## config.mk

```make
export PLATFORM = sky130hd
export DESIGN_NAME = timer_chain_readout
export DESIGN_NICKNAME = d
export VERILOG_FILES = /design/src/rtl/timer_chain_pkg.sv /design/src/rtl/chain_shift_phy.sv /design/src/rtl/timer_chain_readout.sv
export SDC_FILE = /design/constraint.sdc
export NUM_CORES = 1
export LEC_CHECK = 0
export ABC_AREA = 1
export CAP_MARGIN = 10
export CORE_MARGIN = 2
export CORE_UTILIZATION = 30
export CTS_CLUSTER_SIZE = 12
export DETAILED_ROUTE_END_ITERATION = 10
export HOLD_SLACK_MARGIN = 0.02
export PLACE_DENSITY = 0.59
export SETUP_SLACK_MARGIN = 0.15
export SLEW_MARGIN = 20
export SYNTH_ARGS = -nofsm -noshare
export SYNTH_HDL_FRONTEND = slang
export SYNTH_SLANG_ARGS = --single-unit
```

## constraint.sdc

```tcl
create_clock -name clk -period 3.4 [get_ports clk]
set_input_delay 0.68 -clock clk [delete_from_list [all_inputs] [get_ports clk]]
set_output_delay 0.68 -clock clk [all_outputs]
set_load 0.02 [all_outputs]
```

## src/rtl/timer_chain_pkg.sv

```systemverilog
// Shared types and record geometry for the timer-chain readout sequencer.
package timer_chain_pkg;

  localparam int REC_BITS   = 33;
  localparam int REC_DATA_W = 32;
  localparam int INDEX_W    = 6;
  localparam int BIT_CNT_W  = 6;

  typedef enum logic [2:0] {
    IDLE,
    ARM,
    ARMED,
    SHIFT_LOW,
    SHIFT_HIGH,
    EMIT
  } state_e;

endpackage

```

## src/rtl/chain_shift_phy.sv

```systemverilog
// data_clock phase generator plus the sampler/shift register that reassembles
// one 33-bit record from the chain tail.
module chain_shift_phy
  import timer_chain_pkg::*;
#(
  parameter int HALF_PERIOD = 4
) (
  input  logic                 clk,
  input  logic                 reset,
  input  logic                 clear_i,
  input  logic                 step_i,
  input  logic                 level_i,
  input  logic                 sample_i,
  input  logic                 rise_i,
  input  logic [BIT_CNT_W-1:0] bit_idx_i,
  input  logic                 shiftout_i,
  output logic                 phase_end_o,
  output logic                 data_clock_o,
  output logic [REC_BITS-1:0]  record_o
);

  localparam int PH_W = (HALF_PERIOD > 1) ? $clog2(HALF_PERIOD) : 1;

  logic [PH_W-1:0]     phase_q;
  logic                data_clock_q;
  logic [REC_BITS-1:0] shift_q;

  assign phase_end_o  = step_i && (phase_q == PH_W'(HALF_PERIOD - 1));
  assign data_clock_o = data_clock_q;
  assign record_o     = shift_q;

  // NOTE: state uses non-blocking assignments so every register samples the
  // pre-edge values; shift_q is reset too because rec_data reads it directly.
  always_ff @(posedge clk) begin
    if (!reset) begin
      phase_q      <= '0;
      data_clock_q <= 1'b0;
      shift_q      <= '0;
    end else if (clear_i || !step_i) begin
      phase_q      <= '0;
      data_clock_q <= 1'b0;
    end else if (phase_end_o) begin
      phase_q      <= '0;
      // The clock level changes exactly when the FSM changes phase state.
      data_clock_q <= !level_i && rise_i;
      if (!level_i && sample_i) shift_q[bit_idx_i] <= shiftout_i;
    end else begin
      phase_q <= phase_q + 1'b1;
    end
  end

endmodule

```

## src/rtl/timer_chain_readout.sv

```systemverilog
// Arm / wait / readout sequencer for a daisy chain of trigger timers, delivering
// one record per timer on a valid/ready stream.
module timer_chain_readout
  import timer_chain_pkg::*;
#(
  parameter int N_TIMERS    = 4,
  parameter int HALF_PERIOD = 4,
  parameter int ARM_CYCLES  = 8,
  parameter int TIMEOUT_W   = 24
) (
  input  logic                  clk,
  input  logic                  reset,
  input  logic                  start,
  input  logic                  abort,
  input  logic [TIMEOUT_W-1:0]  timeout,
  input  logic [N_TIMERS-1:0]   timer_ready,
  output logic                  timer_reset_n,
  output logic                  data_clock,
  output logic                  data_shiftin,
  input  logic                  data_shiftout,
  output logic                  rec_valid,
  input  logic                  rec_ready,
  output logic [REC_DATA_W-1:0] rec_data,
  output logic                  rec_enabled,
  output logic [INDEX_W-1:0]    rec_index,
  output logic                  busy,
  output logic                  timed_out
);

  localparam int ARM_W = (ARM_CYCLES > 1) ? $clog2(ARM_CYCLES) : 1;
  localparam logic [INDEX_W-1:0]   LAST_IDX = INDEX_W'(N_TIMERS - 1);
  localparam logic [BIT_CNT_W-1:0] LAST_BIT = BIT_CNT_W'(REC_BITS - 1);
  localparam logic [BIT_CNT_W-1:0] PAST_BIT = BIT_CNT_W'(REC_BITS);

  state_e               state_q;
  logic [ARM_W-1:0]     arm_cnt_q;
  logic [TIMEOUT_W-1:0] wait_cnt_q;
  logic [BIT_CNT_W-1:0] bit_cnt_q;
  logic [INDEX_W-1:0]   rec_index_q;
  logic                 timer_reset_n_q;
  logic                 rec_valid_q;
  logic                 busy_q;
  logic                 timed_out_q;

  logic                last_rec;
  logic                do_sample;
  logic                do_rise;
  logic                phase_end;
  logic [REC_BITS-1:0] record;

  assign last_rec  = (rec_index_q == LAST_IDX);
  assign do_sample = (state_q == SHIFT_LOW) && (bit_cnt_q != PAST_BIT);
  // The final bit of the final record is sampled without a following edge.
  assign do_rise   = do_sample && !(last_rec && (bit_cnt_q == LAST_BIT));

  chain_shift_phy #(
    .HALF_PERIOD (HALF_PERIOD)
  ) u_phy (
    .clk          (clk),
    .reset        (reset),
    .clear_i      (abort),
    .step_i       (state_q inside {SHIFT_LOW, SHIFT_HIGH}),
    .level_i      (state_q == SHIFT_HIGH),
    .sample_i     (do_sample),
    .rise_i       (do_rise),
    .bit_idx_i    (bit_cnt_q),
    .shiftout_i   (data_shiftout),
    .phase_end_o  (phase_end),
    .data_clock_o (data_clock),
    .record_o     (record)
  );

  always_ff @(posedge clk) begin
    if (!reset) begin
      state_q         <= IDLE;
      arm_cnt_q       <= '0;
      wait_cnt_q      <= '0;
      bit_cnt_q       <= '0;
      rec_index_q     <= '0;
      timer_reset_n_q <= 1'b0;
      rec_valid_q     <= 1'b0;
      busy_q          <= 1'b0;
      timed_out_q     <= 1'b0;
    end else if (abort) begin
      state_q         <= IDLE;
      timer_reset_n_q <= 1'b0;
      rec_valid_q     <= 1'b0;
      busy_q          <= 1'b0;
    end else begin
      case (state_q)
        IDLE: if (start) begin
          state_q     <= ARM;
          arm_cnt_q   <= '0;
          rec_index_q <= '0;
          timed_out_q <= 1'b0;
          busy_q      <= 1'b1;
        end
        ARM: if (arm_cnt_q == ARM_W'(ARM_CYCLES - 1)) begin
          state_q         <= ARMED;
          timer_reset_n_q <= 1'b1;
          wait_cnt_q      <= '0;
        end else begin
          arm_cnt_q <= arm_cnt_q + 1'b1;
        end
        ARMED: if (&timer_ready) begin
          state_q   <= SHIFT_LOW;
          bit_cnt_q <= '0;
        end else if ((timeout != '0) && (wait_cnt_q == timeout - 1'b1)) begin
          state_q     <= SHIFT_LOW;
          bit_cnt_q   <= '0;
          timed_out_q <= 1'b1;
        end else if (wait_cnt_q != '1) begin
          wait_cnt_q <= wait_cnt_q + 1'b1;
        end
        SHIFT_LOW: if (phase_end) begin
          if (!do_rise) begin
            state_q     <= EMIT;
            rec_valid_q <= 1'b1;
          end else begin
            state_q <= SHIFT_HIGH;
          end
        end
        SHIFT_HIGH: if (phase_end) begin
          state_q   <= SHIFT_LOW;
          bit_cnt_q <= bit_cnt_q + 1'b1;
        end
        EMIT: if (rec_ready) begin
          rec_valid_q <= 1'b0;
          if (last_rec) begin
            state_q         <= IDLE;
            timer_reset_n_q <= 1'b0;
            busy_q          <= 1'b0;
          end else begin
            state_q     <= SHIFT_LOW;
            rec_index_q <= rec_index_q + 1'b1;
            bit_cnt_q   <= '0;
          end
        end
        default: state_q <= IDLE;
      endcase
    end
  end

  assign timer_reset_n = timer_reset_n_q;
  assign data_shiftin  = 1'b0;
  assign rec_valid     = rec_valid_q;
  assign rec_data      = record[REC_BITS-1:1];
  assign rec_enabled   = record[0];
  assign rec_index     = rec_index_q;
  assign busy          = busy_q;
  assign timed_out     = timed_out_q;

endmodule

```

Yosys cells after proc, flatten, opt, wreduce, memory -nomap -nowiden --
Index checks and enable logic that the tools add are counted.
Operators by class: add/sub/neg operators 6, bitwise gates (word level) 3, reduce and logical (&&, ||, !) cells 36, equality and inequality tests 26, $lt $le $gt $ge 2, multiplexer cells 45
Operators by type and width (count):
- 24-bit two-way mux | 4
- 6-bit two-way mux | 8
- 24-bit case mux with 2 select lines | 1
- 33-bit bitwise mux | 1
- 3-bit two-way mux | 9
- 2-bit inequality test (second input constant) | 13
- 24-bit by 1-bit adder with 24-bit output (second input constant) | 1
- 24-bit equality test | 1
- 24-bit inequality test (second input constant) | 1
- 24-bit nonzero test | 1
- 24-bit by 1-bit subtractor with 24-bit output (second input constant) | 1
- 4-bit AND reduction | 5
- 3-bit case mux with 6 select lines | 1
- 6-bit case mux with 3 select lines | 1
- 6-bit AND reduction | 3
- 2-bit nonzero test | 7
- 6-bit by 1-bit adder with 6-bit output (second input constant) | 2
- 1-bit two-way mux | 12
- 6-bit case mux with 2 select lines | 1
- 5-bit AND reduction | 2
- 3-bit equality test (second input constant) | 3
- 1-bit logical AND | 8
- 1-bit case mux with 2 select lines | 4
- 6-bit by 7-bit less-than comparator with 1-bit output (second input constant) | 1
- 21 further kinds | 27
Storage, ports and cells: logic and storage cells 130, output and inout bits 45, bits in registers 82

Depth between registers and ports, before layout --
Gate-level depths: netlist of the first run.
depth in word-level cells 7, mapped depth 18, gate-level depth less buffers 18

By module --
From an unflattened synthesis of the first run, not the netlist that was laid out.
Unflattened totals: cell total of the unflattened synthesis 900, area total of the unflattened synthesis 5839.4 µm²
By module, submodules not included:
- timer_chain_readout | area an instance 4157.7 µm², cells an instance 649, times used 1, seq. area each 920.9 µm²
- chain_shift_phy | area an instance 1681.6 µm², cells an instance 251, times used 1, seq. area each 720.7 µm²

Worst setup path before layout of the first run --
OpenSTA, ideal clock, no wires.
path kind in2reg, start input port timeout[0], end register wait_cnt_q[21], stages 16, arrival 2.250 ns, slack 1.018 ns, setup time 0.132 ns, buffers on the path 1, required time 3.268 ns, path through inv_1 -> ha_1 -> nand2_1 -> nor2_1 -> nand2_1 -> nor2_1 -> nand3b_1 -> nand2_1 -> nand3_1 -> nor2_1 -> nand3_2 -> nand3_4 -> nand2_4 -> buf_6 -> nand2_1 -> a21oi_1
Between the ends: word-level cells in the longest chain between the ends 5
RTL lines:
- start, declared | line timer_chain_readout.sv:15 | input logic [TIMEOUT_W-1:0] timeout,
- 24-bit by 1-bit subtractor with 24-bit output | line timer_chain_readout.sv:108 | end else if ((timeout != '0) && (wait_cnt_q == timeout - 1'b1)) begin
- 24-bit equality test | line timer_chain_readout.sv:108
- 1-bit logical AND * | line timer_chain_readout.sv:108
- 2-bit inequality test (no line) *
- 6-bit AND reduction (no line) *
- end signal, assigned | line timer_chain_readout.sv:113 | wait_cnt_q <= wait_cnt_q + 1'b1;
- end, declared | line timer_chain_readout.sv:37 | logic [TIMEOUT_W-1:0] wait_cnt_q;
Every way passes the cells marked *; elsewhere a longest branch is shown, timed or not. A chain may end at the register's enable or synchronous reset.

Worst setup path in the final report of the first run --
start input port timeout[0], end register bit_cnt_q[5]
Between the ends: word-level cells in the longest chain between the ends 5
RTL lines:
- 24-bit by 1-bit subtractor with 24-bit output | line timer_chain_readout.sv:108
- 24-bit equality test | line timer_chain_readout.sv:108
- 1-bit logical AND * | line timer_chain_readout.sv:108
- 3-bit inequality test (no line) *
- 6-bit AND reduction (no line) *
- end signal, assigned | line timer_chain_readout.sv:125 | bit_cnt_q <= bit_cnt_q + 1'b1;
- end, declared | line timer_chain_readout.sv:38 | logic [BIT_CNT_W-1:0] bit_cnt_q;
Marked as above.

==> flow_summary_export.csv, run 1 <==
group,metric,value,unit
sta,setup_viol,0,
yosys,syn_inst,845,
placed_design,pre_cts_ws,-0.05273,ns
yosys,syn_area,5390,sq um
setup_path,crit_path_end_kind,"register",
sta,hold_violations,0,
clock_network,cts_sinks,82,
cells_and_area,regArea,1642,sq um
placed_design,io_buffers,77,
route,ant_nets,0,
hold_path,min_from,"u_phy.phase_q[0]$_SDFF_PP0_",
clock_network,clock_latency,0.34,ns
yosys,netlist.area_leader.share,0.3045,
floorplan,pin_count,79,
hold_path,min_path_type,"register to register",
hold_path,whs_endpoint,"u_phy.phase_q[0]$_SDFF_PP0_",
setup_path,critPathKind,"input pin to register",
setup_path,cp_num_buf_inv,3,
yosys,synth_area_leaders,"dfxtp_1, nand2_1, nor2_1, nand3_1, a21oi_1",
yosys,syn_nets,889,
global_route,grt-ovfl-total,0,
clock_network,cts_hold_buf,0,
setup_path,max_stage_delay,0.44,ns
flow_run,cap_viol_max_count,0,
setup_path,reg2reg_from,"wait_cnt_q[1]$_SDFFE_PN0P_",
sta,worst_pin_slew,0.8859,ns
clock_network,cts_setup_buffers,0,
setup_path,critPathTopFamily,"simple AND/OR/NAND/NOR gates",
clock_network,cts_root_buf,"clkbuf_16",
global_route,grt_max_degree,38,
route,via_per_inst,4.745,
setup_path,worst_setup_path_start_kind,"input pin",
cells_and_area,antenna_cells,0,
cells_and_area,finalNetCount,956,
setup_path,required,3.66,ns
yosys,yosysTopAreaCell,"dfxtp_1",
floorplan,dieArea,19060,sq um
power,ir_drop,203.3,uV
setup_path,crit_chain,"clkdlybuf4s50_1 > inv_1 > ha_1 > nand2_1 > nor2_2 > nand2_1 > nand2_1 > nand2_1 > nand2_1 > nand2_1 > nor2_1 > nand2_1 > nor2_1 > nand3_2 > nand3_1 > buf_4 > nand3_1 > a21oi_1",
yosys,synthFlopType,"dfxtp_1",
clock_network,clockBufferDepth,2,
cells_and_area,final_core_util,0.3733,
cells_and_area,multi_input_area,3239,sq um
yosys,yosys_warnings,0,
cells_and_area,area_growth,23.12,%
setup_path,critPathSlowestCell,"clkdlybuf4s50_1",
yosys,synth-edff-count,0,
route,dr_total_vias,5438,
global_route,grt_pass1_vias,5104,
yosys,postSynthAreaPerCell,6.379,sq um
setup_path,worst-path-stages,18,
clock_network,htreeDepth,3,
setup_path,worstPathMaxFanout,5,
floorplan,start_util,0.3032,
yosys,yosysUniqueCellTypes,41,
sta,finalMaxSlewViolations,0,
clock_network,cts_tree,"done",
route,drtIter0Drc,259,
floorplan,core,17780,sq um
sta,rsz0062_at_grt,"false",
placed_design,gp_routability_congestion,0.8497,
status,status,"finished clean",
global_route,antenna_found_initial,0,
cells_and_area,fill_cells,1952,
setup_path,arrival,3.27,ns
floorplan,chipWidth,138.0,um
setup_path,crit_top_cell,"nand2_1",
yosys,async_reset_ff_frac,0,
sta,finClkSkew,0.01015,ns
global_route,grt_pass1_wl,25430,um
sta,worst_slack,0.3938,ns
floorplan,fp.dieH,138.0,um
route,drc,0,
clock_network,cts_made_buffers,9,
sta,slew_headroom,0.4088,
clock_network,clk_pin_slew,0.07,ns
hold_path,hold_depth,1,
setup_path,ff2ff_path_depth,14,
route,drt_pre_antenna_iters,5,
yosys,yosysSeqAreaShare,0.3045,
sta,finalCriticalPeriod,3.006,ns
yosys,ys_ff_latch,82,
cells_and_area,final_layout_size_suffix_gt1_frac,0.05453,
floorplan,rows,49,
setup_path,r2r_slack,0.69,ns
setup_path,r2r_end,"wait_cnt_q[11]$_SDFFE_PN0P_",
global_route,grt_usage,0.1596,
route,postRouteWirelength,15140,um
power,p_per_area,320.4,nW/um^2
power,power_leakage,2.491,nW
placed_design,hpwl,11270,um
sta,max_freq,332.6,MHz
sta,period_share,0.8842,
route,wl_per_cell,13.21,um
## power breakdown
| group | leakage, nW | switching, W | total (W) | internal (W) |
|---|---|---|---|---|
| Sequential | 0.661 | 0.00000379 | 0.000968 | 0.000964 |
| Clock | 0.131 | 0.000438 | 0.000946 | 0.000508 |
| Combinational | 1.70 | 0.000130 | 0.000212 | 0.0000818 |
| Total | 2.49 | 0.000573 | 0.00213 | 0.00155 |
## per-layer routing
metal | GRT usage | share of wire | vias up
met5 | 0 | 0 | -
met4 | 0.05156 | 0.013 | 0
met3 | 0.02148 | 0.035 | 16
met2 | 0.2535 | 0.46 | 124
met1 | 0.2244 | 0.50 | 2428
li1 | - | - | 2870
## cells in the final DEF, fill, tap and decap left out, types with 3 or more instances in the layout
cell type        count
a21oi_1             70
buf_4                7
clkbuf_16            9
clkdlybuf4s50_1     77
clkinvlp_4           3
dfxtp_1             82
ha_1                10
inv_1               93
inv_2                3
inv_6                3
nand2_1            176
nand2_2              3
nand3_1             72
nand3b_1             8
nand4_1             16
nor2_1             140
nor2_2               5
nor2_4               3
nor3_1              22
nor3b_1              3
nor4_1               6
o211a_1              5
o21ai_0             37
xnor2_1             14
xor2_1              29
## through the flow
step	power (W)	setup TNS [ns]	std cells	hold WS (ns)	cell area, sq um
6_report	0.002126	0	1146	0.4223	6636
5_1_grt	0.002212	0	1146	0.4460	6636
4_1_cts	0.002149	0	1146	0.4254	6631
3_5_place_dp	0.001201	-0.9492	1130	0.4163	6346
3_3_place_gp	0.001202	-0.2278	1130	0.4139	6346
2_1_floorplan	0.001118	0	845	0.3983	5390
## layout make-up
| class | count | share of cell area |
|---|---|---|
| clock buffer | 9 | 0.03394 |
| inverter | 96 | 0.05430 |
| sequential | 82 | 0.2474 |
| multi-input combinational | 639 | 0.4881 |
| timing repair buffer | 84 | 0.1241 |
| clock inverter | 7 | 0.009050 |
| tap | 229 | 0.04318 |
## cell usage after synthesis, drive strengths merged, types with 2 or more instances
master,n
nand2,181
or2,2
nor3,25
a21oi,71
xor2,29
nor2,148
o21a,2
nor4,7
nor3b,3
o211a,5
nand3,74
buf,10
xnor2,14
inv,96
o21bai,2
dfxtp,82
nand4,16
ha,10
clkbuf,18
o21ai,37
nand3b,8
## cells by family (layout without fill, tap and decap cells)
kind of cell / count (synthesis) / count (layout) / share of synthesized area
simple gates: 464 / 464 / 0.3835
buf+inv: 124 / 196 / 0.09540
compound gates: 121 / 121 / 0.1228
flops: 82 / 82 / 0.3045
xor+xnor: 43 / 43 / 0.06987
fa+ha+maj: 10 / 10 / 0.02321
other cells: 1 / 1 / 0.0006957
## repair_timing
| action | 4_1_cts | 5_1_grt |
|---|---|---|
| gates resized for setup | 0 | 2 |
| setup endpoints to repair | 0 | 31 |
| hold endpoints to repair | 0 | 0 |
## sequential cells by signal, indices dropped and copies added, names as in the netlist
name and cells:
wait_cnt_q 24, rec_index 6, u_phy.data_clock_o 1, u_phy.phase_q 2, rec_valid 1, u_phy.record_o 33
timer_reset_n 1, timed_out 1, arm_cnt_q 3, state_q 3, bit_cnt_q 6, busy 1
## how the worst max path moves through the flow
stage	end	startpoint
CTS	bit_cnt_q[5]$_SDFFE_PN0P_	timeout[0]
global placement	bit_cnt_q[2]$_SDFFE_PN0P_	timeout[0]
detailed placement	wait_cnt_q[11]$_SDFFE_PN0P_	timeout[0]
global route	wait_cnt_q[12]$_SDFFE_PN0P_	timeout[0]
finish	bit_cnt_q[5]$_SDFFE_PN0P_	timeout[0]
floorplan	wait_cnt_q[21]$_SDFFE_PN0P_	timeout[0]
(Power assumes the default switching activity.)
==> run 2, diff against run 1 <==
- PLACE_DENSITY: 0.59 -> 0.6
==> flow_summary_export.csv, run 2 (synthesized netlist as in run 1, its figures left out) <==
group,metric,value,unit
sta,finClkSkew,0.009080,ns
cells_and_area,area_growth,23.33,%
power,pwr-share-clk,0.450,
clock_network,ctsResizeCount,0,
power,power.total,0.002145,W
power,power_leakage,2.501,nW
global_route,antenna_found_initial,0,
sta,finalMaxSlewViolations,0,
clock_network,cts_made_buffers,9,
route,wl_per_cell,13.13,um
clock_network,cts_sinks,82,
cells_and_area,finalNetCount,956,
flow_run,cap_viol_max_count,0,
clock_network,htreeDepth,3,
placed_design,io_buffers,77,
floorplan,pin_count,79,
sta,rsz0062_at_grt,"false",
floorplan,fp.dieH,138.0,um
status,status,"finished clean",
floorplan,chipWidth,138.0,um
floorplan,start_util,0.3032,
clock_network,cts_setup_buffers,0,
hold_path,whs_endpoint,"u_phy.phase_q[0]$_SDFF_PP0_",
sta,hold_violations,0,
setup_path,ff2ff_path_depth,14,
setup_path,critPathKind,"input pin to register",
route,via_per_inst,4.749,
power,p_seq_frac,0.451,
cells_and_area,multi_input_area,3239,sq um
cells_and_area,antenna_cells,0,
cells_and_area,final_common_cell,"nand2_1",
power,p_int,0.001561,W
global_route,grt_pass1_wl,25070,um
route,drt_pre_antenna_iters,5,
power,ir_drop,234.8,uV
setup_path,worst_setup_path_start_kind,"input pin",
route,drc,0,
sta,setup_viol,0,
hold_path,min_path_type,"register to register",
clock_network,cts_hold_buf,0,
hold_path,hold_depth,1,
clock_network,clock_latency,0.35,ns
global_route,grt_usage,0.1574,
floorplan,core,17780,sq um
cells_and_area,regArea,1642,sq um
power,p_sw,0.0005841,W
setup_path,reg2reg_from,"wait_cnt_q[1]$_SDFFE_PN0P_",
cells_and_area,fill_cells,1957,
route,drtIter0Drc,281,
sta,max_freq,346.8,MHz
floorplan,rows,49,
route,postRouteWirelength,15050,um
clock_network,clk_pin_slew,0.06,ns
setup_path,crit_path_end_kind,"register",
setup_path,r2r_slack,0.72,ns
clock_network,clockBufferDepth,2,
floorplan,dieArea,19060,sq um
placed_design,hpwl,11250,um
hold_path,min_from,"u_phy.phase_q[0]$_SDFF_PP0_",
cells_and_area,mostFrequentLayoutCells,"nand2_1, nor2_1, inv_1",
setup_path,r2r_end,"wait_cnt_q[6]$_SDFFE_PN0P_",
power,p_per_area,322.6,nW/um^2
clock_network,cts_root_buf,"clkbuf_16",
placed_design,gp_routability_congestion,0.8929,
cells_and_area,largest_reg_flops,33,
setup_path,worstPathMaxFanout,11,
cells_and_area,final_layout_size_suffix_gt1_frac,0.05344,
power,p_sw_frac,0.2723,
setup_path,arrival,3.15,ns
global_route,grt-ovfl-total,0,
sta,worst_pin_slew,0.7936,ns
power,power_frac_comb,0.099,
cells_and_area,final_core_util,0.3739,
route,dr_total_vias,5442,
sta,setup_tns,0,ns
global_route,grt_max_degree,38,
clock_network,cts_tree,"done",
sta,slew_headroom,0.4704,
sta,period_share,0.8480,
route,ant_nets,0,
setup_path,required,3.66,ns
sta,finalCriticalPeriod,2.883,ns
global_route,grt_pass1_vias,5139,
[run 2: cell types whose count changed in the layout (fill, tap and decap cells not counted)]
| cell | delta |
|---|---|
| clkinv_4 | +1 |
| nand2_2 | -1 |
| nand3_1 | -1 |
| nand2_1 | +1 |
| nor2_2 | -1 |
| nor2_1 | +1 |
| nand3_2 | +1 |
| inv_8 | +1 |
| clkinv_8 | +1 |
| clkinvlp_4 | -1 |
| inv_6 | -2 |
[run 2: metrics by stage]
step | hold WS (ns) | std cells | worst slack, ns | cell area, sq um
after floorplan | 0.3983 | 845 | 1.018 | 5390
after global placement | 0.4116 | 1130 | 0.1088 | 6346
after detailed placement | 0.4129 | 1130 | 0.03610 | 6346
after CTS | 0.4227 | 1146 | 0.4007 | 6643
after global routing | 0.4304 | 1146 | 0.2016 | 6648
final | 0.4228 | 1146 | 0.5168 | 6648
[run 2: power groups by stage]
stage / registers (W) / logic (W) / clock network [W]
3_3_place_gp: 0.000990 / 0.000212 / 0
5_1_grt: 0.000968 / 0.000236 / 0.00103
6_report: 0.000968 / 0.000212 / 0.000965
2_1_floorplan: 0.000991 / 0.000127 / 0
4_1_cts: 0.000968 / 0.000212 / 0.000994
3_5_place_dp: 0.000990 / 0.000211 / 0
[run 2: how the worst max path moves through the flow]
stage               startpoint                     endpoint  slack (ns)  depth (start not counted)
finish              timeout[3]   wait_cnt_q[6]$_SDFFE_PN0P_        0.52                         15
global route        timeout[0]    bit_cnt_q[2]$_SDFFE_PN0P_        0.20                         16
detailed placement  timeout[0]    bit_cnt_q[3]$_SDFFE_PN0P_        0.04                         16
global placement    timeout[0]    bit_cnt_q[5]$_SDFFE_PN0P_        0.11                         16
floorplan           timeout[0]  wait_cnt_q[21]$_SDFFE_PN0P_        1.02                         16
CTS                 timeout[0]    bit_cnt_q[3]$_SDFFE_PN0P_        0.40                         16
[run 2: per-layer routing]
metal | track usage | up-vias | part of all wire
li1 | - | 2873 | -
met1 | 0.2139 | 2427 | 0.50
met2 | 0.2499 | 116 | 0.44
met3 | 0.02632 | 26 | 0.042
met4 | 0.06176 | 0 | 0.025
met5 | 0 | - | 0
[run 2: area by class of cell]
class                   instances  area share
clock buffers                   9     0.03388
clock inverters                 7     0.01073
multi-input cells             639      0.4873
well taps                     229     0.04310
repair buffers                 84      0.1238
flip-flops and latches         82      0.2469
inverters                      96     0.05421
[run 2: critical path: stages]
cell	delay, ns
clkdlybuf4s50_1	0.50
nor2_2	0.24
nand2_2	0.13
nor2_1	0.21
nand2_1	0.14
nor2_1	0.10
nand2_1	0.07
nand3b_1	0.09
nand2_1	0.06
nor2_1	0.13
nand3_2	0.19
nand3_4	0.13
buf_4	0.20
nand3_1	0.10
a21oi_1	0.18
==> run 3, diff against run 2 <==
- clock period: 3.4 -> 2.8 ns (I/O delays scaled with it)
==> flow_summary_export.csv, run 3 (synthesized netlist as in run 1, its figures left out) <==
group,metric,value,unit
status,status,"finished clean",
route,via_per_inst,4.763,
clock_network,cts_sinks,82,
global_route,grt-ovfl-total,0,
power,power_frac_comb,0.120,
clock_network,htreeDepth,3,
power,power_leakage,2.888,nW
cells_and_area,antenna_cells,0,
cells_and_area,final_layout_size_suffix_gt1_frac,0.1282,
sta,slew_headroom,0.5566,
route,drc,0,
power,pwr-share-clk,0.434,
hold_path,hold_depth,1,
clock_network,clock_latency,0.34,ns
floorplan,fp.dieH,138.0,um
route,postRouteWirelength,15500,um
floorplan,dieArea,19060,sq um
route,dr_total_vias,5696,
cells_and_area,fill_cells,1871,
setup_path,r2r_slack,0.35,ns
global_route,grt_max_degree,30,
setup_path,critPathLaunch,"timeout[11]",
cells_and_area,multi_input_area,3359,sq um
cells_and_area,mostFrequentLayoutCells,"nand2_1, nor2_1, inv_1",
cells_and_area,finalNetCount,1006,
cells_and_area,area_growth,33.77,%
route,drt_pre_antenna_iters,5,
setup_path,worstPathMaxFanout,6,
sta,worst_pin_slew,0.6590,ns
clock_network,cts_tree,"done",
route,ant_nets,0,
hold_path,min_path_type,"register to register",
setup_path,required,3.06,ns
sta,finalMaxSlewViolations,0,
floorplan,rows,49,
cells_and_area,largest_reg_flops,33,
power,ir_drop,339.7,uV
flow_run,cap_viol_max_count,0,
cells_and_area,final_core_util,0.4056,
power,p_sw,0.0007087,W
sta,period_share,0.9063,
setup_path,crit_path_end_kind,"register",
global_route,grt_pass1_vias,5194,
cells_and_area,regArea,1642,sq um
clock_network,cts_made_buffers,9,
global_route,grt_pass1_wl,25180,um
setup_path,arrival,2.80,ns
global_route,grt_usage,0.1569,
setup_path,reg2reg_from,"wait_cnt_q[0]$_SDFFE_PN0P_",
setup_path,r2r_end,"wait_cnt_q[17]$_SDFFE_PN0P_",
floorplan,pin_count,79,
setup_path,max_stage_delay,0.53,ns
setup_path,crit_top_cell,"nand2_1",
floorplan,core,17780,sq um
setup_path,crit_path_end,"wait_cnt_q[10]$_SDFFE_PN0P_",
power,p_sw_frac,0.2691,
setup_path,critPathSlowestCell,"clkdlybuf4s50_1",
power,p_per_area,365.3,nW/um^2
clock_network,clk_pin_slew,0.06,ns
sta,max_freq,394.1,MHz
global_route,antenna_found_initial,0,
clock_network,clockBufferDepth,2,
placed_design,io_buffers,77,
cells_and_area,final_common_cell,"nand2_1",
cells_and_area,final_area,7211,sq um
sta,finalCriticalPeriod,2.538,ns
sta,setup_viol,0,
floorplan,start_util,0.3032,
sta,rsz0062_at_grt,"false",
placed_design,hpwl,11470,um
setup_path,worst_setup_path_start_kind,"input pin",
placed_design,place_area,6661,sq um
power,p_seq_frac,0.446,
route,drtIter0Drc,232,
route,wl_per_cell,12.96,um
placed_design,gp_routability_congestion,0.8961,
sta,finClkSkew,0.01136,ns
setup_path,crit_chain,"clkdlybuf4s50_1 > nor2_1 > nand2_1 > nor2_4 > buf_4 > buf_4 > nand4_1 > nand2_1 > nor2_1 > nand2_1 > nor2_2 > nand3_4 > nand3_4 > clkbuf_16 > nand3_1 > a21oi_1",
clock_network,cts_root_buf,"clkbuf_16",
floorplan,chipWidth,138.0,um
power,p_int,0.001925,W
setup_path,ff2ff_path_depth,14,
sta,hold_violations,0,
setup_path,critPathKind,"input pin to register",
run 3: changes by cell type in the layout (fill, tap and decap cells not counted), sizes merged:
| cell | previous run | this run |
|---|---|---|
| clkinvlp | 2 | 1 |
| nand2 | 181 | 182 |
| inv | 99 | 100 |
| dlymetal6s2s | 0 | 11 |
| clkdlybuf4s50 | 77 | 66 |
| clkbuf | 9 | 11 |
| buf | 7 | 54 |
run 3: area by class of cell:
cell class,instances,area share
multi-input cells,640,0.4659
flip-flops and latches,82,0.2277
repair buffers,133,0.1770
clock buffers,9,0.03123
inverters,96,0.05032
well taps,229,0.03974
clock inverters,7,0.008155
run 3: worst min-delay path by stage:
stage,start,end,slack (ns)
2_1_floorplan,u_phy.phase_q[0]$_SDFF_PP0_,u_phy.phase_q[0]$_SDFF_PP0_,0.40
3_3_place_gp,u_phy.phase_q[0]$_SDFF_PP0_,u_phy.phase_q[0]$_SDFF_PP0_,0.41
3_5_place_dp,u_phy.phase_q[0]$_SDFF_PP0_,u_phy.phase_q[0]$_SDFF_PP0_,0.42
4_1_cts,u_phy.phase_q[0]$_SDFF_PP0_,u_phy.phase_q[0]$_SDFF_PP0_,0.43
5_1_grt,u_phy.phase_q[0]$_SDFF_PP0_,u_phy.phase_q[0]$_SDFF_PP0_,0.45
6_report,u_phy.phase_q[0]$_SDFF_PP0_,u_phy.phase_q[0]$_SDFF_PP0_,0.42
run 3: layer usage:
metal,part of all wire,vias to the layer above,GRT usage
met5,0,-,0
met4,0.018,0,0.04834
met3,0.041,22,0.02355
met1,0.50,2561,0.2206
li1,-,2975,-
met2,0.45,138,0.2486
run 3: power by group through the flow:
stage,combinational [W],sequential [W],clock (W)
2_1_floorplan,0.000154,0.00120,0
3_3_place_gp,0.000288,0.00120,0
3_5_place_dp,0.000288,0.00120,0
4_1_cts,0.000294,0.00118,0.00117
5_1_grt,0.000351,0.00118,0.00121
6_report,0.000316,0.00118,0.00114
run 3: worst max-delay path, delay by kind of cell:
| family | cells | cell delay [ns] |
|---|---|---|
| AOI/OAI and AO/OA | 1 | 0.15 |
| buffers and inverters | 4 | 0.99 |
| and+or+nand+nor | 11 | 1.11 |
run 3: through the flow:
| step | instances | setup TNS (ns) | hold slack [ns] | setup WS, ns | power (W) |
|---|---|---|---|---|---|
| floorplan | 845 | 0 | 0.3983 | 0.5380 | 0.001358 |
| global placement | 1172 | -5.169 | 0.4094 | -0.1806 | 0.001490 |
| detailed placement | 1172 | -6.478 | 0.4184 | -0.2141 | 0.001490 |
| CTS | 1188 | 0 | 0.4273 | 0.1441 | 0.002636 |
| global route | 1196 | 0 | 0.4451 | 0.1219 | 0.002735 |
| finish | 1196 | 0 | 0.4228 | 0.2624 | 0.002634 |
run 3: timing repair:
action                     in CTS  in global routing
gates cloned                    0                  3
setup endpoints to repair      21                 34
pin swaps                       0                 23
resized for setup               7                 45
setup buffers                   0                  5
hold buffers                    0                  0
==> patch 1: new RTL, settings of run 3 <==
`N_TIMERS`: 4 -> 3.
--- a/src/rtl/timer_chain_readout.sv
+++ b/src/rtl/timer_chain_readout.sv
@@ -3,7 +3,7 @@
 module timer_chain_readout
   import timer_chain_pkg::*;
 #(
-  parameter int N_TIMERS    = 4,
+  parameter int N_TIMERS    = 3,
   parameter int HALF_PERIOD = 4,
   parameter int ARM_CYCLES  = 8,
   parameter int TIMEOUT_W   = 24
Ports: changed (resized timer_ready); port bits go from 79 to 78. No check against the original RTL was run, so the function may have changed too.
==> patch 1 against run 3 <==
Power grew 4.1%. Synthesized cell count up 0.36%. Routed wire length fell by 0.24%. Count of clock-buffer cells in the layout did not move. Sequential cell count unchanged. Non-clock buffer count decreased by 8. Fmax rose by 2.4%. Setup slack improved by 60 ps. Combinational power rose by 32%. Area after synthesis grew 3.5%. Cell area increased by 1.0%. Final cell count shrank 0.25%. Core utilization fell by 0.29 points.
==> patch 1: results (changes against run 3) <==
[timing]
timing.hold.ws_ps=420  ; -2.92 ps
layout_setup_ws_ps=322  ; +59.7 ps
timing.max_slew.rel_slack_pct=56.0  ; +0.36 points

[cells_and_area]
multi_input_comb_cells=654  ; +2.2%
final.signal_inverter_count=87  ; -9.4%
layout_cells_sized_above_1_pct=13.8  ; +0.97 points
nNonClkBuffers=125  ; -6.0%
fraction_of_cell_area_in_non_clock_buffers_pct=16.4  ; -1.3 points
register_share_of_the_cell_area_pct=22.5  ; -0.23 points
layout.filler_cells=1890  ; +1.0%
multi_input_area_share_pct=48.7  ; +2.1 points

[run_status]
status=finished, final reports clean

[die]
die_width_um=140  ; +1.7%

[global_route]
first_global_vias=5365  ; +3.3%
groute.layer.met2.usage_pct=25.5  ; +0.61 points
gr-usage-met3_pct=2.12  ; -0.24 points
grt_use_total_pct=15.6  ; -0.056 points

[critical_path]
crit_start=timeout[14]
crit_end=wait_cnt_q[17]

[drt]
routed-wl-met3_um=699  ; +9.7%
detail_route.wirelength.met1_mm=7.57  ; -1.4%
detailroute.wirelength.met2_mm=6.94  ; +0.62%

[place]
place.detailed.hpwl_mm=11.5  ; about the same
port_buffers=76  ; -1.3%

[synthesis]
synth.net_count=892  ; +0.34%
synth_top_cells_by_count=nand2_1, nor2_1, inv_1, dfxtp_1, nand3_1
postSynthCellCount=848  ; +0.36%
seq_area_frac_synth_pct=29.4  ; -1.0 points

==> patch 1: changes by cell type after synthesis, moves of 4 or more <==
| cell | change |
|---|---|
| nand3_2 | +7 |
| o211a_1 | +17 |
| a21oi_1 | -22 |
| nand3_1 | -22 |
| nor2_2 | +8 |
| inv_1 | -8 |
| nor2_1 | +7 |
| o21ai_0 | -9 |
| nand2_1 | +15 |
| nor2_4 | +4 |
==> patch 1: power by group <==
part	switching (µW)	total [µW]	internal, µW
registers	11.1	1190	1180
logic	248	417	169
clock network	522	1140	617
total	782	2740	1960
==> patch 1: worst max-delay path: cells and delay by family <==
family                 cells  cell delay (ps)
buffers and inverters      2              680
AND/OR/NAND/NOR           12             1360
AO/OA/AOI/OAI              1              150
==> patch 1: logic make-up (layout without fill, tap and decap cells) <==
family	count (synthesis)	count (layout)	share of synthesized area [%]
compound gates	112	112	12.6
xor+xnor	44	44	6.91
fa+ha+maj	11	11	2.47
buf+inv	113	228	8.56
flops	82	82	29.4
other cells	1	1	0.0672
simple gates	485	486	39.9
==> patch 2: new RTL, settings of run 3 <==
Made on the original files. Compare `bit_cnt_q` against `LAST_BIT` with >= in place of ==.
--- a/src/rtl/timer_chain_readout.sv
+++ b/src/rtl/timer_chain_readout.sv
@@ -51,7 +51,7 @@
   assign last_rec  = (rec_index_q == LAST_IDX);
   assign do_sample = (state_q == SHIFT_LOW) && (bit_cnt_q != PAST_BIT);
   // The final bit of the final record is sampled without a following edge.
-  assign do_rise   = do_sample && !(last_rec && (bit_cnt_q == LAST_BIT));
+  assign do_rise   = do_sample && !(last_rec && (bit_cnt_q >= LAST_BIT));
 
   chain_shift_phy #(
     .HALF_PERIOD (HALF_PERIOD)
Function: same outputs for any inputs over 10 cycles, from zero or initial values and one cycle with reset low; that may be too few to reach the edited logic, so the function may still have changed.
==> patch 2 against run 3 <==
Critical path depth grew 1. Synthesized cell count decreased by 0.83%. Hold slack got worse by 4.6 ps. Sequential share of layout area fell by 1.7 points. Register-to-register slack improved by 30 ps. Via count up 2.5%. Routed wire length up 9.6%. Sequential power hardly changed. Cell area is 8.3% higher. Setup slack gained 86 ps. Area after synthesis grew 8.7%. Sequential cell count did not move. Power increased by 8.9%. Fmax rose by 3.5%. Highest routed layer unchanged.
==> patch 2: results (changes against run 3) <==
[cells_and_area]
layout.filler_cells=2023  ; +8.1%
largest_register_ff_count=33  ; unchanged
num-nets-final=1011  ; +0.50%
layout_cells_sized_above_1_pct=22.2  ; +9.4 points
antenna_fix_cells=0  ; unchanged

[synthesis]
seq_area_frac_synth_pct=28.0  ; -2.4 points
synth_top_cells_by_count=nand2_1, nor2_1, inv_1, dfxtp_1, nand3_1
synth_cell_types=49  ; +20%
async_reset_ff_share_pct=0  ; unchanged
synth.net_count=882  ; -0.79%
top_cells_by_area_synth=dfxtp_1, nand2_1, nor2_1
postSynthCellCount=838  ; -0.83%
yosys_warnings=0  ; unchanged
ys_dominant_reg_cell=dfxtp_1

[critical_path]
kind_of_cell_with_the_highest_combined_delay_on_the_critical_path=simple AND/OR/NAND/NOR gates
max_stage_delay_ps=440  ; -90 ps
cpMaxStageDelayCell=clkdlybuf4s50_1
crit_start=timeout[15]
arrival_ps=2740  ; -60 ps
r2r-start=wait_cnt_q[1]
timing.reg2reg.setup_slack_ps=380  ; +30 ps
timing.reg2reg.worst_path_depth=12  ; -2
timing.rr.end=wait_cnt_q[7]
cp_max_fo=6  ; unchanged
crit_end=wait_cnt_q[16]

[drt]
first_pass_iters=4  ; -1
drt-wirelength-per-cell_um=13.7  ; +6.0%
wirelength_mm=17.0  ; +9.6%
first_iter_violations=298  ; +28%
vias_per_cell=4.72  ; -0.87%

[clock_network]
insertion_delay_ps=350
clock_tree_buf_depth=2  ; unchanged
ctsRootBufferMaster=clkbuf_16
cts_htree_levels=3  ; unchanged
cts_buffers=9  ; unchanged
clk_pin_slew_worst_paths_ps=70

[power_and_ir_drop]
leakage_uw=0.00300  ; +3.9%
worst_ir_drop_vdd_mv=0.252  ; -26%

[place]
place.detailed.hpwl_mm=12.6  ; +9.4%
placed_cells_incl_taps=1214  ; +3.6%
place.gp.congestion=0.937  ; +4.6%
port_buffers=77  ; unchanged

[timing]
timing.max_slew.rel_slack_pct=56.3  ; +0.61 points
finalClockSkew_ps=6.48  ; -4.89 ps

[global_route]
grt_max_degree=29  ; -3.3%
initial_antenna_violation_count=0  ; unchanged
first_pass_grt_wire_length_mm=27.6  ; +9.6%
first_global_vias=5654  ; +8.9%
globalRouteOverflowTotal=0  ; unchanged
grt_use_total_pct=16.7  ; +0.99 points

[run_status]
status=finished, final reports clean

[hold_path]
hold_path_class=reg -> reg

patch 2: report_power, final:
| part | internal (µW) | total, µW | switching, µW | leakage, µW |
|---|---|---|---|---|
| clock | 745 | 1260 | 516 | 0.000156 |
| combinational | 176 | 425 | 249 | 0.00218 |
| sequential | 1170 | 1180 | 9.13 | 0.000661 |
patch 2: kinds of logic (layout without fill, tap and decap cells):
family,count (synthesis),count (layout),synth area share (%)
flip-flops,82,82,28.0
adder cells (fa/ha/maj),10,10,2.14
AND/OR/NAND/NOR,458,460,41.0
buffers and inverters,120,252,8.69
other,1,1,0.0640
AO/OA/AOI/OAI,125,125,13.8
XOR/XNOR,42,42,6.28
patch 2: final cells by class:
cell class / instances / area share [%]
clock buffers: 11 / 3.24
clock inverters: 5 / 0.785
inverters: 94 / 4.52
multi-input cells: 638 / 48.8
flip-flops and latches: 82 / 21.0
well taps: 265 / 4.25
repair buffers: 142 / 17.4
patch 2: worst min-delay path by stage:
stage	endpoint	slack, ps	cells after the start	startpoint
floorplan	u_phy.phase_q[0]	400	1	u_phy.phase_q[0]
global placement	u_phy.phase_q[0]	410	1	u_phy.phase_q[0]
detailed placement	u_phy.phase_q[0]	410	1	u_phy.phase_q[0]
finish	u_phy.phase_q[0]	420	1	u_phy.phase_q[0]
global route	u_phy.phase_q[0]	430	1	u_phy.phase_q[0]
CTS	u_phy.phase_q[0]	420	1	u_phy.phase_q[0]
patch 2: metrics by stage:
step | total power (µW) | hold WS [ps] | area, µm² | setup slack [ps] | utilization, %
final | 2870 | 418 | 7810 | 349 | 40.4
after floorplan | 1440 | 398 | 5860 | 356 | -
after CTS | 2880 | 421 | 7630 | 178 | 39.5
after global placement | 1610 | 412 | 7280 | -270 | 37.6
after global routing | 2980 | 430 | 7810 | 151 | 40.4
after detailed placement | 1610 | 411 | 7280 | -313 | 37.6
patch 2: layer usage:
layer / vias up / routed length, µm / GRT usage [%]
li1: 3038 / - / -
met1: 2642 / 7890 / 21.2
met2: 133 / 7940 / 28.0
met3: 27 / 773 / 3.07
met4: 0 / 386 / 6.30
met5: - / 0 / 0
patch 2: repair_timing:
item | in CTS | in global routing
setup endpoints to repair | 25 | 33
gates cloned | 1 | 3
gates resized for setup | 5 | 38
pin swaps | 1 | 9
setup buffers | 0 | 3
